--- src/rtl/mig_eval_pkg.sv ---
// Shared constants for the sequential MIG evaluator.
// Holds the FSM encoding, the node index map and the config word field positions.
package mig_eval_pkg;

  typedef logic [1:0] state_t;

  localparam state_t ST_IDLE = 2'd0;
  localparam state_t ST_EVAL = 2'd1;
  localparam state_t ST_DONE = 2'd2;

  // Node index space: constant zero, then primary inputs, then gate results
  localparam int CONST0_IDX = 0;
  localparam int INPUT_BASE = 1;

  function automatic int gate_base(input int num_inputs);
    return INPUT_BASE + num_inputs;
  endfunction

  // Gate word: operand k occupies {inv_k, sel_k}, packed LSB first
  function automatic int op_sel_lsb(input int sel_w, input int k);
    return k * (sel_w + 1);
  endfunction

  function automatic int op_inv_bit(input int sel_w, input int k);
    return k * (sel_w + 1) + sel_w;
  endfunction

  // Control word: {num_gates, out_inv, out_sel}, packed LSB first
  function automatic int ctl_inv_bit(input int sel_w);
    return sel_w;
  endfunction

  function automatic int ctl_cnt_lsb(input int sel_w);
    return sel_w + 1;
  endfunction

endpackage

--- src/rtl/mig_maj_node.sv ---
// Three-input majority with a per-operand complement.
// Purely combinational so it can be replicated for parallel evaluation lanes.
module mig_maj_node (
  input  logic a,
  input  logic b,
  input  logic c,
  input  logic inv_a,
  input  logic inv_b,
  input  logic inv_c,
  output logic maj
);

  logic a_eff;
  logic b_eff;
  logic c_eff;

  // Apply the complement bits, then take the majority
  always_comb begin
    a_eff = a ^ inv_a;
    b_eff = b ^ inv_b;
    c_eff = c ^ inv_c;
    maj   = (a_eff & b_eff) | (a_eff & c_eff) | (b_eff & c_eff);
  end

endmodule

--- src/rtl/mig_eval_seq.sv ---
// Runtime-programmable majority-inverter-graph evaluator.
// A register-based gate program is loaded while idle; each accepted input
// vector is then evaluated one gate per clock and the selected node is
// presented on y with a valid/ready handshake.
//
//   state | meaning
//   IDLE  | ready for a vector; config writes accepted here only
//   EVAL  | evaluating gate[cnt] this cycle
//   DONE  | result valid on y, waiting for out_ready
module mig_eval_seq
  import mig_eval_pkg::*;
#(
  parameter  int NUM_INPUTS = 4,
  parameter  int MAX_GATES  = 8,
  localparam int NODES      = 1 + NUM_INPUTS + MAX_GATES,
  localparam int SEL_W      = $clog2(NODES),
  localparam int CNT_W      = $clog2(MAX_GATES + 1),
  localparam int CFG_W      = 3 * (SEL_W + 1),
  localparam int ADDR_W     = $clog2(MAX_GATES + 1)
) (
  input  logic                  clk,
  input  logic                  rst,
  input  logic                  cfg_we,
  input  logic [ADDR_W-1:0]     cfg_addr,
  input  logic [CFG_W-1:0]      cfg_data,
  output logic                  cfg_err,
  input  logic                  in_valid,
  output logic                  in_ready,
  input  logic [NUM_INPUTS-1:0] x,
  output logic                  out_valid,
  input  logic                  out_ready,
  output logic                  y
);

  localparam int GB    = gate_base(NUM_INPUTS);
  localparam int PAD   = 2 ** SEL_W;
  localparam int CTL_W = SEL_W + 1 + CNT_W;
  localparam logic [ADDR_W-1:0] ADDR_CTL = ADDR_W'(MAX_GATES);
  localparam logic [CNT_W-1:0]  CNT_MAX  = CNT_W'(MAX_GATES);

  logic [CFG_W-1:0]      gate_cfg [MAX_GATES];
  logic [CTL_W-1:0]      ctl_q;
  state_t                state;
  logic [CNT_W-1:0]      cnt;
  logic [NUM_INPUTS-1:0] x_q;
  logic [MAX_GATES-1:0]  gate_q;
  logic                  y_q;
  logic                  cfg_err_q;

  logic [SEL_W-1:0]      out_sel;
  logic                  out_inv;
  logic [CNT_W-1:0]      ng_raw;
  logic [CNT_W-1:0]      ng_eff;
  logic [CFG_W-1:0]      cur_word;
  logic [MAX_GATES-1:0]  gate_vis;
  logic [MAX_GATES-1:0]  gate_next;
  logic [PAD-1:0]        eval_nodes;
  logic [PAD-1:0]        y_nodes;
  logic [SEL_W-1:0]      op_sel [3];
  logic [2:0]            op_inv;
  logic [2:0]            op_val;
  logic                  maj_out;
  logic                  y_next;

  // Decode the control word; oversize gate counts saturate at capacity
  always_comb begin
    out_sel = ctl_q[SEL_W-1:0];
    out_inv = ctl_q[ctl_inv_bit(SEL_W)];
    ng_raw  = ctl_q[ctl_cnt_lsb(SEL_W) +: CNT_W];
    ng_eff  = (ng_raw > CNT_MAX) ? CNT_MAX : ng_raw;
  end

  // Fetch the gate word addressed by cnt
  always_comb begin
    cur_word = '0;
    for (int g = 0; g < MAX_GATES; g++) begin
      if (cnt == CNT_W'(g)) cur_word = gate_cfg[g];
    end
  end

  // Operand node view: only gates strictly before cnt are visible, and the
  // zero padding above NODES makes out-of-range selects read 0
  always_comb begin
    for (int g = 0; g < MAX_GATES; g++) begin
      gate_vis[g] = gate_q[g] & (CNT_W'(g) < cnt);
    end
    eval_nodes = '0;
    eval_nodes[CONST0_IDX] = 1'b0;
    eval_nodes[INPUT_BASE +: NUM_INPUTS] = x_q;
    eval_nodes[GB +: MAX_GATES] = gate_vis;
  end

  // Split the gate word into three operand selects and complement bits
  always_comb begin
    for (int k = 0; k < 3; k++) begin
      op_sel[k] = cur_word[op_sel_lsb(SEL_W, k) +: SEL_W];
      op_inv[k] = cur_word[op_inv_bit(SEL_W, k)];
      op_val[k] = eval_nodes[op_sel[k]];
    end
  end

  mig_maj_node u_maj (
    .a     (op_val[0]),
    .b     (op_val[1]),
    .c     (op_val[2]),
    .inv_a (op_inv[0]),
    .inv_b (op_inv[1]),
    .inv_c (op_inv[2]),
    .maj   (maj_out)
  );

  // Node registers with the current gate result folded in
  always_comb begin
    gate_next = gate_q;
    for (int g = 0; g < MAX_GATES; g++) begin
      if (cnt == CNT_W'(g)) gate_next[g] = maj_out;
    end
  end

  // Output value as it will be registered on DONE entry; from IDLE (zero
  // gates) the raw input vector is used since x_q is only being loaded
  always_comb begin
    y_nodes = '0;
    if (state == ST_IDLE) begin
      y_nodes[INPUT_BASE +: NUM_INPUTS] = x;
    end else begin
      y_nodes[INPUT_BASE +: NUM_INPUTS] = x_q;
      y_nodes[GB +: MAX_GATES] = gate_next;
    end
    y_next = y_nodes[out_sel] ^ out_inv;
  end

  // Config register file: writes land only while idle and in range
  always_ff @(posedge clk) begin
    if (rst) begin
      for (int g = 0; g < MAX_GATES; g++) gate_cfg[g] <= '0;
      ctl_q <= '0;
    end else if (cfg_we && (state == ST_IDLE)) begin
      for (int g = 0; g < MAX_GATES; g++) begin
        if (cfg_addr == ADDR_W'(g)) gate_cfg[g] <= cfg_data;
      end
      if (cfg_addr == ADDR_CTL) ctl_q <= cfg_data[CTL_W-1:0];
    end
  end

  // Rejected-write flag, one cycle after the offending strobe
  always_ff @(posedge clk) begin
    if (rst) cfg_err_q <= 1'b0;
    else     cfg_err_q <= cfg_we && ((state != ST_IDLE) || (cfg_addr > ADDR_CTL));
  end

  // Sequencer: accept, step through gates, hold result until taken
  always_ff @(posedge clk) begin
    if (rst) begin
      state  <= ST_IDLE;
      cnt    <= '0;
      x_q    <= '0;
      gate_q <= '0;
      y_q    <= 1'b0;
    end else begin
      case (state)
        ST_IDLE: begin
          if (in_valid) begin
            x_q    <= x;
            gate_q <= '0;
            cnt    <= '0;
            if (ng_eff == '0) begin
              state <= ST_DONE;
              y_q   <= y_next;
            end else begin
              state <= ST_EVAL;
            end
          end
        end
        ST_EVAL: begin
          gate_q <= gate_next;
          cnt    <= cnt + CNT_W'(1);
          if (cnt == ng_eff - CNT_W'(1)) begin
            state <= ST_DONE;
            y_q   <= y_next;
          end
        end
        ST_DONE: begin
          if (out_ready) state <= ST_IDLE;
        end
        default: state <= ST_IDLE;
      endcase
    end
  end

  assign in_ready  = (state == ST_IDLE);
  assign out_valid = (state == ST_DONE);
  assign y         = y_q;
  assign cfg_err   = cfg_err_q;

endmodule

--- config.mk ---
export PLATFORM = sky130hd
export DESIGN_NAME = mig_eval_seq
export DESIGN_NICKNAME = d
export VERILOG_FILES = /design/src/rtl/mig_eval_pkg.sv /design/src/rtl/mig_maj_node.sv /design/src/rtl/mig_eval_seq.sv
export SDC_FILE = /design/constraint.sdc
export NUM_CORES = 1
export LEC_CHECK = 0
export CAP_MARGIN = 20
export CORE_MARGIN = 1
export CORE_UTILIZATION = 50
export CTS_CLUSTER_SIZE = 24
export DETAILED_ROUTE_END_ITERATION = 12
export PLACE_DENSITY = 0.65
export SYNTH_ARGS = -nofsm -noshare
export SYNTH_HDL_FRONTEND = slang
export SYNTH_HIERARCHICAL = 1
export SYNTH_SLANG_ARGS = --single-unit
--- constraint.sdc ---
create_clock -name clk -period 13.12 [get_ports clk]
set_clock_uncertainty 0.05 [all_clocks]
set_input_delay 2.624 -clock clk [delete_from_list [all_inputs] [get_ports clk]]
set_output_delay 2.624 -clock clk [all_outputs]
set_load 0.05 [all_outputs]
# Yosys cells after proc, flatten, opt, wreduce, memory -nomap -nowiden
# Memories as Yosys holds them, arrays and structs flattened.
# Cells that the tools add are included.
[op_classes]
n_addsub = 2
multipliers = 0
n_div = 0
magnitude_cmp = 14
eq_ne = 22
shift = 0
muxes = 82
bitwise = 25
reduce_logical = 14
[op_table]
columns = ["op", "n"]
rows = [
  ["2-to-1 mux 15 bit", 16],
  ["2-to-1 mux 1 bit", 49],
  ["== test 4 x 3 -> 1 bit (second input constant)", 8],
  ["less-than comparator 4 x 5 -> 1 bit (second input constant)", 4],
  ["binary-select mux 1 bit (select 4 bit)", 4],
  ["== test 4 x 2 -> 1 bit (second input constant)", 4],
  ["less-than comparator 3 x 4 -> 1 bit (first input constant)", 4],
  ["2-to-1 mux 8 bit", 2],
  ["one-hot mux 8 bit (2 select lines)", 1],
  ["logical NOT 4 bit", 3],
  ["2-to-1 mux 4 bit", 3],
  ["bitwise AND 1 bit", 11],
  ["bitwise OR 1 bit", 10],
  ["== test 4 x 1 -> 1 bit (second input constant)", 2],
  ["greater-than comparator 4 bit (second input constant)", 2],
  ["less-than comparator 1 x 4 -> 1 bit (first input constant)", 2],
  ["less-than comparator 2 x 4 -> 1 bit (first input constant)", 2],
  ["2-to-1 mux 2 bit", 4],
  ["one-hot mux 4 bit (2 select lines)", 1],
  ["one-hot mux 2 bit (3 select lines)", 1],
  ["AND reduction 2 bit", 3],
  ["adder 4 x 1 -> 4 bit (second input constant)", 1],
  ["== test 4 bit", 1],
  ["== test 4 bit (second input constant)", 1],
  ["other kinds (13)", 20],
]
[word_totals]
register_bits = 29
latch_bits = 0
ramBits = 120
rom_bits = 0
out_inout_bits = 4
n_memories = 1
[mem_list]
columns = ["name", "words", "width", "rd", "rd_ports_with_merged_regs", "wr", "line_no", "source"]
rows = [
  ["gate_cfg", 8, 15, 8, 0, 8, "mig_eval_seq.sv:41", "logic [CFG_W-1:0] gate_cfg [MAX_GATES];"],
]

# Logic depth before layout (Yosys ltp)
[depth]
depth_word = 23
depth_mapped = 22
ltp_nobuf = 17

# Modules after synthesis
# Netlist, hierarchy kept.
[modules_own_cells]
columns = ["mod", "n_inst", "cells_per_inst", "area_per_inst_um2", "seq_area_each_um2"]
rows = [
  ["mig_eval_seq", 1, 708, 7513.5, 4184.0],
  ["mig_maj_node", 1, 4, 37.5, 0.0],
]

# Least setup slack after synthesis
# No wires, ideal clock.
[synth_timing]
kind = "reg2reg"
start = "reg cnt[0]"
end = "reg y_q, in the netlist y"
setup_ns = 0.063
t_arrival_ns = 4.542
setup_slack_ns = 8.465
path_stages_with_launch = 22
path_cell_list = "dfxtp_1 > buf_2 > inv_1 > ha_1 > buf_2 > and3b_1 > clkbuf_1 > or3_1 > a21oi_1 > o21a_1 > mux2_1 > a2111o_1 > o311ai_1 > xor2_1 > maj3_2 > buf_2 > and2_1 > a211oi_1 > o32a_1 > a211oi_1 > or4_1 > nand3_1"
[synth_between]
elab_chain_cells = 23
[synth_rtl]
columns = ["item", "line_no", "source"]
rows = [
  ["start: declaration", "mig_eval_seq.sv:44", "logic [CNT_W-1:0] cnt;"],
  ["start signal: assignment", "mig_eval_seq.sv:177", "cnt <= cnt + CNT_W'(1);"],
  ["logical NOT 4 bit", "mig_eval_seq.sv:77", "if (cnt == CNT_W'(g)) cur_word = gate_cfg[g];"],
  ["2-to-1 mux 15 bit (8 in series)", "mig_eval_seq.sv:77", ""],
  ["binary-select mux 1 bit (select 4 bit) *", "mig_eval_seq.sv:98", "op_val[k] = eval_nodes[op_sel[k]];"],
  ["2-to-1 mux 1 bit (implied by the code) *", "mig_eval_seq.sv:98", ""],
  ["net op_val[2]", "mig_eval_seq.sv:61", "logic [2:0] op_val;"],
  ["bitwise XOR 1 bit *", "mig_maj_node.sv:21", "c_eff = c ^ inv_c;"],
  ["bitwise AND 1 bit", "mig_maj_node.sv:22", "maj = (a_eff & b_eff) | (a_eff & c_eff) | (b_eff & c_eff);"],
  ["bitwise OR 1 bit", "mig_maj_node.sv:22", ""],
  ["(+1 left out)", "-", ""],
  ["net maj_out", "mig_eval_seq.sv:62", "logic maj_out;"],
  ["2-to-1 mux 1 bit", "mig_eval_seq.sv:116", "if (cnt == CNT_W'(g)) gate_next[g] = maj_out;"],
  ["2-to-1 mux 8 bit *", "mig_eval_seq.sv:124", "if (state == ST_IDLE) begin"],
  ["binary-select mux 1 bit (select 4 bit) *", "mig_eval_seq.sv:130", "y_next = y_nodes[out_sel] ^ out_inv;"],
  ["2-to-1 mux 1 bit (implied by the code) *", "mig_eval_seq.sv:130", ""],
  ["bitwise XOR 1 bit *", "mig_eval_seq.sv:130", ""],
  ["2-to-1 mux 1 bit", "mig_eval_seq.sv:167", "if (ng_eff == '0) begin"],
  ["2-to-1 mux 1 bit", "mig_eval_seq.sv:163", "if (in_valid) begin"],
  ["one-hot mux 1 bit (2 select lines) *", "mig_eval_seq.sv:161", "case (state)"],
  ["end signal: assignment", "mig_eval_seq.sv:169", "y_q <= y_next;"],
  ["end signal: assignment", "mig_eval_seq.sv:180", "y_q <= y_next;"],
  ["end: declaration", "mig_eval_seq.sv:47", "logic y_q;"],
]
# Mark *: on every way through the listed nets, which the timed path passes. The rest lies on a longest branch. The select of a mux whose other input is x is not followed.
# A chain may end at the register's enable or synchronous reset.

==> results.ini <==
[synthesis]
ys.flop_type = edfxtp_1
syn-instance-count = 712
syn_area_mm2 = 0.00755
synth_compound_area_share_pct = 15.2
async_reset_ff_share_pct = 0
synth_edf_count = 120
synth-xor-area-share_pct = 1.03
synth_adder_area_share_pct = 0.978
ys_types = 78
synth_seq_cells = 149
syn_avg_cell_area_um2 = 10.6
synthSimpleGateAreaFrac_pct = 18.7
muxShareOfSynthArea_pct = 4.34
yosys_warnings = 6
synth_nets = 745
synth_seq_area_share_pct = 55.4
synth_top_family_by_area = simple AND/OR/NAND/NOR gates

[critical_path]
worstSetupEndpointType = register
cp_cell_sequence = clkdlybuf4s50_1, clkinv_1, nand2_1
cp_slowest_cell = clkdlybuf4s50_1
crit_required_ns = 13.12
cp.arrival_ns = 5.83
critical_path.top_delay_family = buffers and inverters
cp_max_fo = 28
critPathBufInv = 2
startpoint = rst
criticalPathCategory = in2reg
start_kind = input port
r2r-start = cnt[0]$_SDFFE_PP0P_
max_stage_delay_ns = 1.17

[die]
fp.dieW_um = 125
die_area_mm2 = 0.0156
die_h_um = 125
io_pins = 32
initial_core_util_pct = 51.6
rows = 44
core_area_mm2 = 0.0146

[timing]
period_minus_slack_ns = 5.83
drv_slew = 0
setup_viol = 0
fmax_mhz = 171
rsz0062_at_grt = no
worstMarginPinSlew_ns = 1.06
fin_setup_tns_ns = 0
hold_viol_final = 0
slew_headroom_pct = 29.2
final.period_utilization_pct = 44.5

[power]
p_leak_nw = 3.19
seqPwrFrac_pct = 48.0
p_comb_share_pct = 6.8
power.density_mw_per_mm2 = 131
vdd_drop_max_mv = 0.0956
switching_share_pct = 22.1
p_switching_mw = 0.248
p_int_mw = 0.874
clkPwrFrac_pct = 45.2

[detailed_routing]
route.detailed.drc = 8
drtIter0Drc = 587
vias = 5837
vias_per_cell = 6.35
drtAntennaViolNets = 0
wl_per_cell_um = 21.7
totalWireLength_um = 19900
firstDrtPassIters = 9

[hold_path]
min-delay-start = gate_q[7]$_SDFFE_PP0P_
hold_path.class = reg2reg

[cells_and_area]
nets = 755
final.fill_count = 1226
diodes = 0
syn2layout_area_growth_pct = 13.0
drive_above_1_share_pct = 8.84
final_cell_area_mm2 = 0.00853

[clocking]
hold_buffers = 0
clk_pin_slew_worst_paths_ns = 0.06
cts_resized = 0
clock_latency_ns = 0.42
clock_sinks = 149
cts_setup_buffers = 0
htreeDepth = 4
numCtsBuffers = 17
cts_tree = yes
clockRootBuffer = clkbuf_16
clockBufferDepth = 2

[global_routing]
grt_pass1_wl_um = 30800
antenna_found_initial = 0
grt_overflow = 0
grt.total_usage_pct = 26.7
grt_pass1_vias = 5539
grt_max_degree = 29

[placement]
gp_congestion = 0.856
dpl-instance-area_mm2 = 0.00792
dp_hpwl_um = 14100
port_buffers = 31

[run_status]
status = complete, but fails checks
violations = DRC

[run]
maxCapViolCount = 0

==> worst min-delay path: cells and delay by family (launching register included) <==
| family | cells | cell delay (ns) |
|---|---|---|
| DFF | 1 | 0.33 |
| and+or+nand+nor | 1 | 0.08 |
| AOI/OAI and AO/OA | 1 | 0.06 |
==> cells in the final DEF, fill, tap and decap left out, types with 8 or more instances in the layout <==
master / n
a21oi_1: 27
a221oi_1: 11
a22oi_1: 13
clkbuf_16: 17
clkdlybuf4s50_1: 31
dfxtp_1: 29
edfxtp_1: 120
inv_1: 22
mux2i_1: 26
nand2_1: 74
nand2b_1: 8
nand3_1: 18
nand4_1: 8
nor2_1: 121
o21ai_0: 31
o22ai_1: 8
==> layer usage <==
metal,GRT usage (%),part of all wire (%),vias up
met5,0,0,-
met4,17.1,5.4,0
met3,4.51,6.8,59
met2,43.0,47,266
met1,33.4,41,2856
li1,-,-,2656
==> logic make-up (layout without fill, tap and decap cells) <==
logic type / Yosys count / in the layout
XOR/XNOR: 8 / 8
multiplexers: 31 / 31
buffers and inverters: 70 / 93
AND/OR/NAND/NOR: 289 / 289
adder cells (fa/ha/maj): 6 / 6
AO/OA/AOI/OAI: 159 / 159
flip-flops: 149 / 149
==> synth_stat cells, types with 3 or more instances <==
master | number | share of area [%]
nor2_1 | 121 | 6.0
a32oi_1 | 3 | 0.35
mux2_2 | 3 | 0.45
nor3_1 | 6 | 0.40
xnor2_1 | 3 | 0.35
o21ai_0 | 33 | 2.2
nand4bb_1 | 3 | 0.45
a221o_1 | 5 | 0.66
nand2b_1 | 8 | 0.66
o32a_1 | 3 | 0.40
a221oi_1 | 11 | 1.3
dfxtp_1 | 29 | 7.7
mux2i_1 | 26 | 3.4
nand2_1 | 74 | 3.7
nor4bb_1 | 3 | 0.40
a22o_1 | 3 | 0.35
nor3b_1 | 5 | 0.50
nand3b_1 | 3 | 0.30
a211oi_1 | 4 | 0.40
and2_1 | 6 | 0.50
o211a_1 | 3 | 0.40
clkbuf_1 | 29 | 1.4
ha_1 | 5 | 0.83
a31oi_1 | 3 | 0.25
a31o_2 | 5 | 0.58
nand4_1 | 8 | 0.66
edfxtp_1 | 120 | 48
nor2b_1 | 7 | 0.58
xor2_1 | 4 | 0.46
buf_6 | 6 | 0.89
and3b_1 | 3 | 0.35
o21a_1 | 3 | 0.30
o211ai_1 | 4 | 0.40
buf_2 | 12 | 0.80
nand3_1 | 18 | 1.2
a21oi_1 | 27 | 1.8
o22ai_1 | 8 | 0.66
o31a_1 | 4 | 0.46
and3_1 | 3 | 0.25
inv_1 | 22 | 1.1
a22oi_1 | 13 | 1.3
==> through the flow <==
step / hold slack, ns / setup WS, ns / total power [mW] / util (%) / cells
floorplan: 0.407 / 8.47 / 0.591 / - / 712
global placement: 0.429 / 7.01 / 0.622 / 54.1 / 887
detailed placement: 0.447 / 6.86 / 0.624 / 54.1 / 887
CTS: 0.461 / 7.29 / 1.12 / 58.3 / 919
global route: 0.496 / 7.01 / 1.15 / 58.3 / 919
finish: 0.460 / 7.29 / 1.12 / 58.3 / 919
==> final timing paths <==
kind         cells after the start  slack [ns]                             to
max                              3        7.29  gate_cfg[0][15]$_SDFFCE_PN0P_
min                              2        0.46         gate_q[7]$_SDFFE_PP0P_
max reg2reg                     17        7.31                 y$_SDFFE_PP0P_
min reg2reg                      2        0.46         gate_q[7]$_SDFFE_PP0P_
==> cell type report <==
cell class	instances	area, um^2	share of cell area, %
Clock buffer	19	433	5.07
Tap cell	184	230	2.70
Timing Repair Buffer	38	363	4.25
Multi-Input combinational cell	493	3060	35.8
Inverter	23	86.3	1.01
Sequential cell	149	4180	49.0
Clock inverter	13	181	2.13
==> state kept, by name, summed over array words and instances, names as in the netlist <==
| name | count |
|---|---|
| y | 1 |
| state | 2 |
| gate_cfg | 120 |
| ctl_q | 9 |
| x_q | 4 |
| cfg_err | 1 |
| gate_q | 8 |
| cnt | 4 |
==> power by group through the flow <==
stage / logic (mW) / registers (mW) / clock network, mW
3_3_place_gp: 0.0741 / 0.548 / 0
2_1_floorplan: 0.0450 / 0.546 / 0
4_1_cts: 0.0762 / 0.538 / 0.508
5_1_grt: 0.0820 / 0.540 / 0.530
6_report: 0.0765 / 0.539 / 0.507
3_5_place_dp: 0.0759 / 0.548 / 0
No activity file was read; power rests on OpenSTA's default activity.
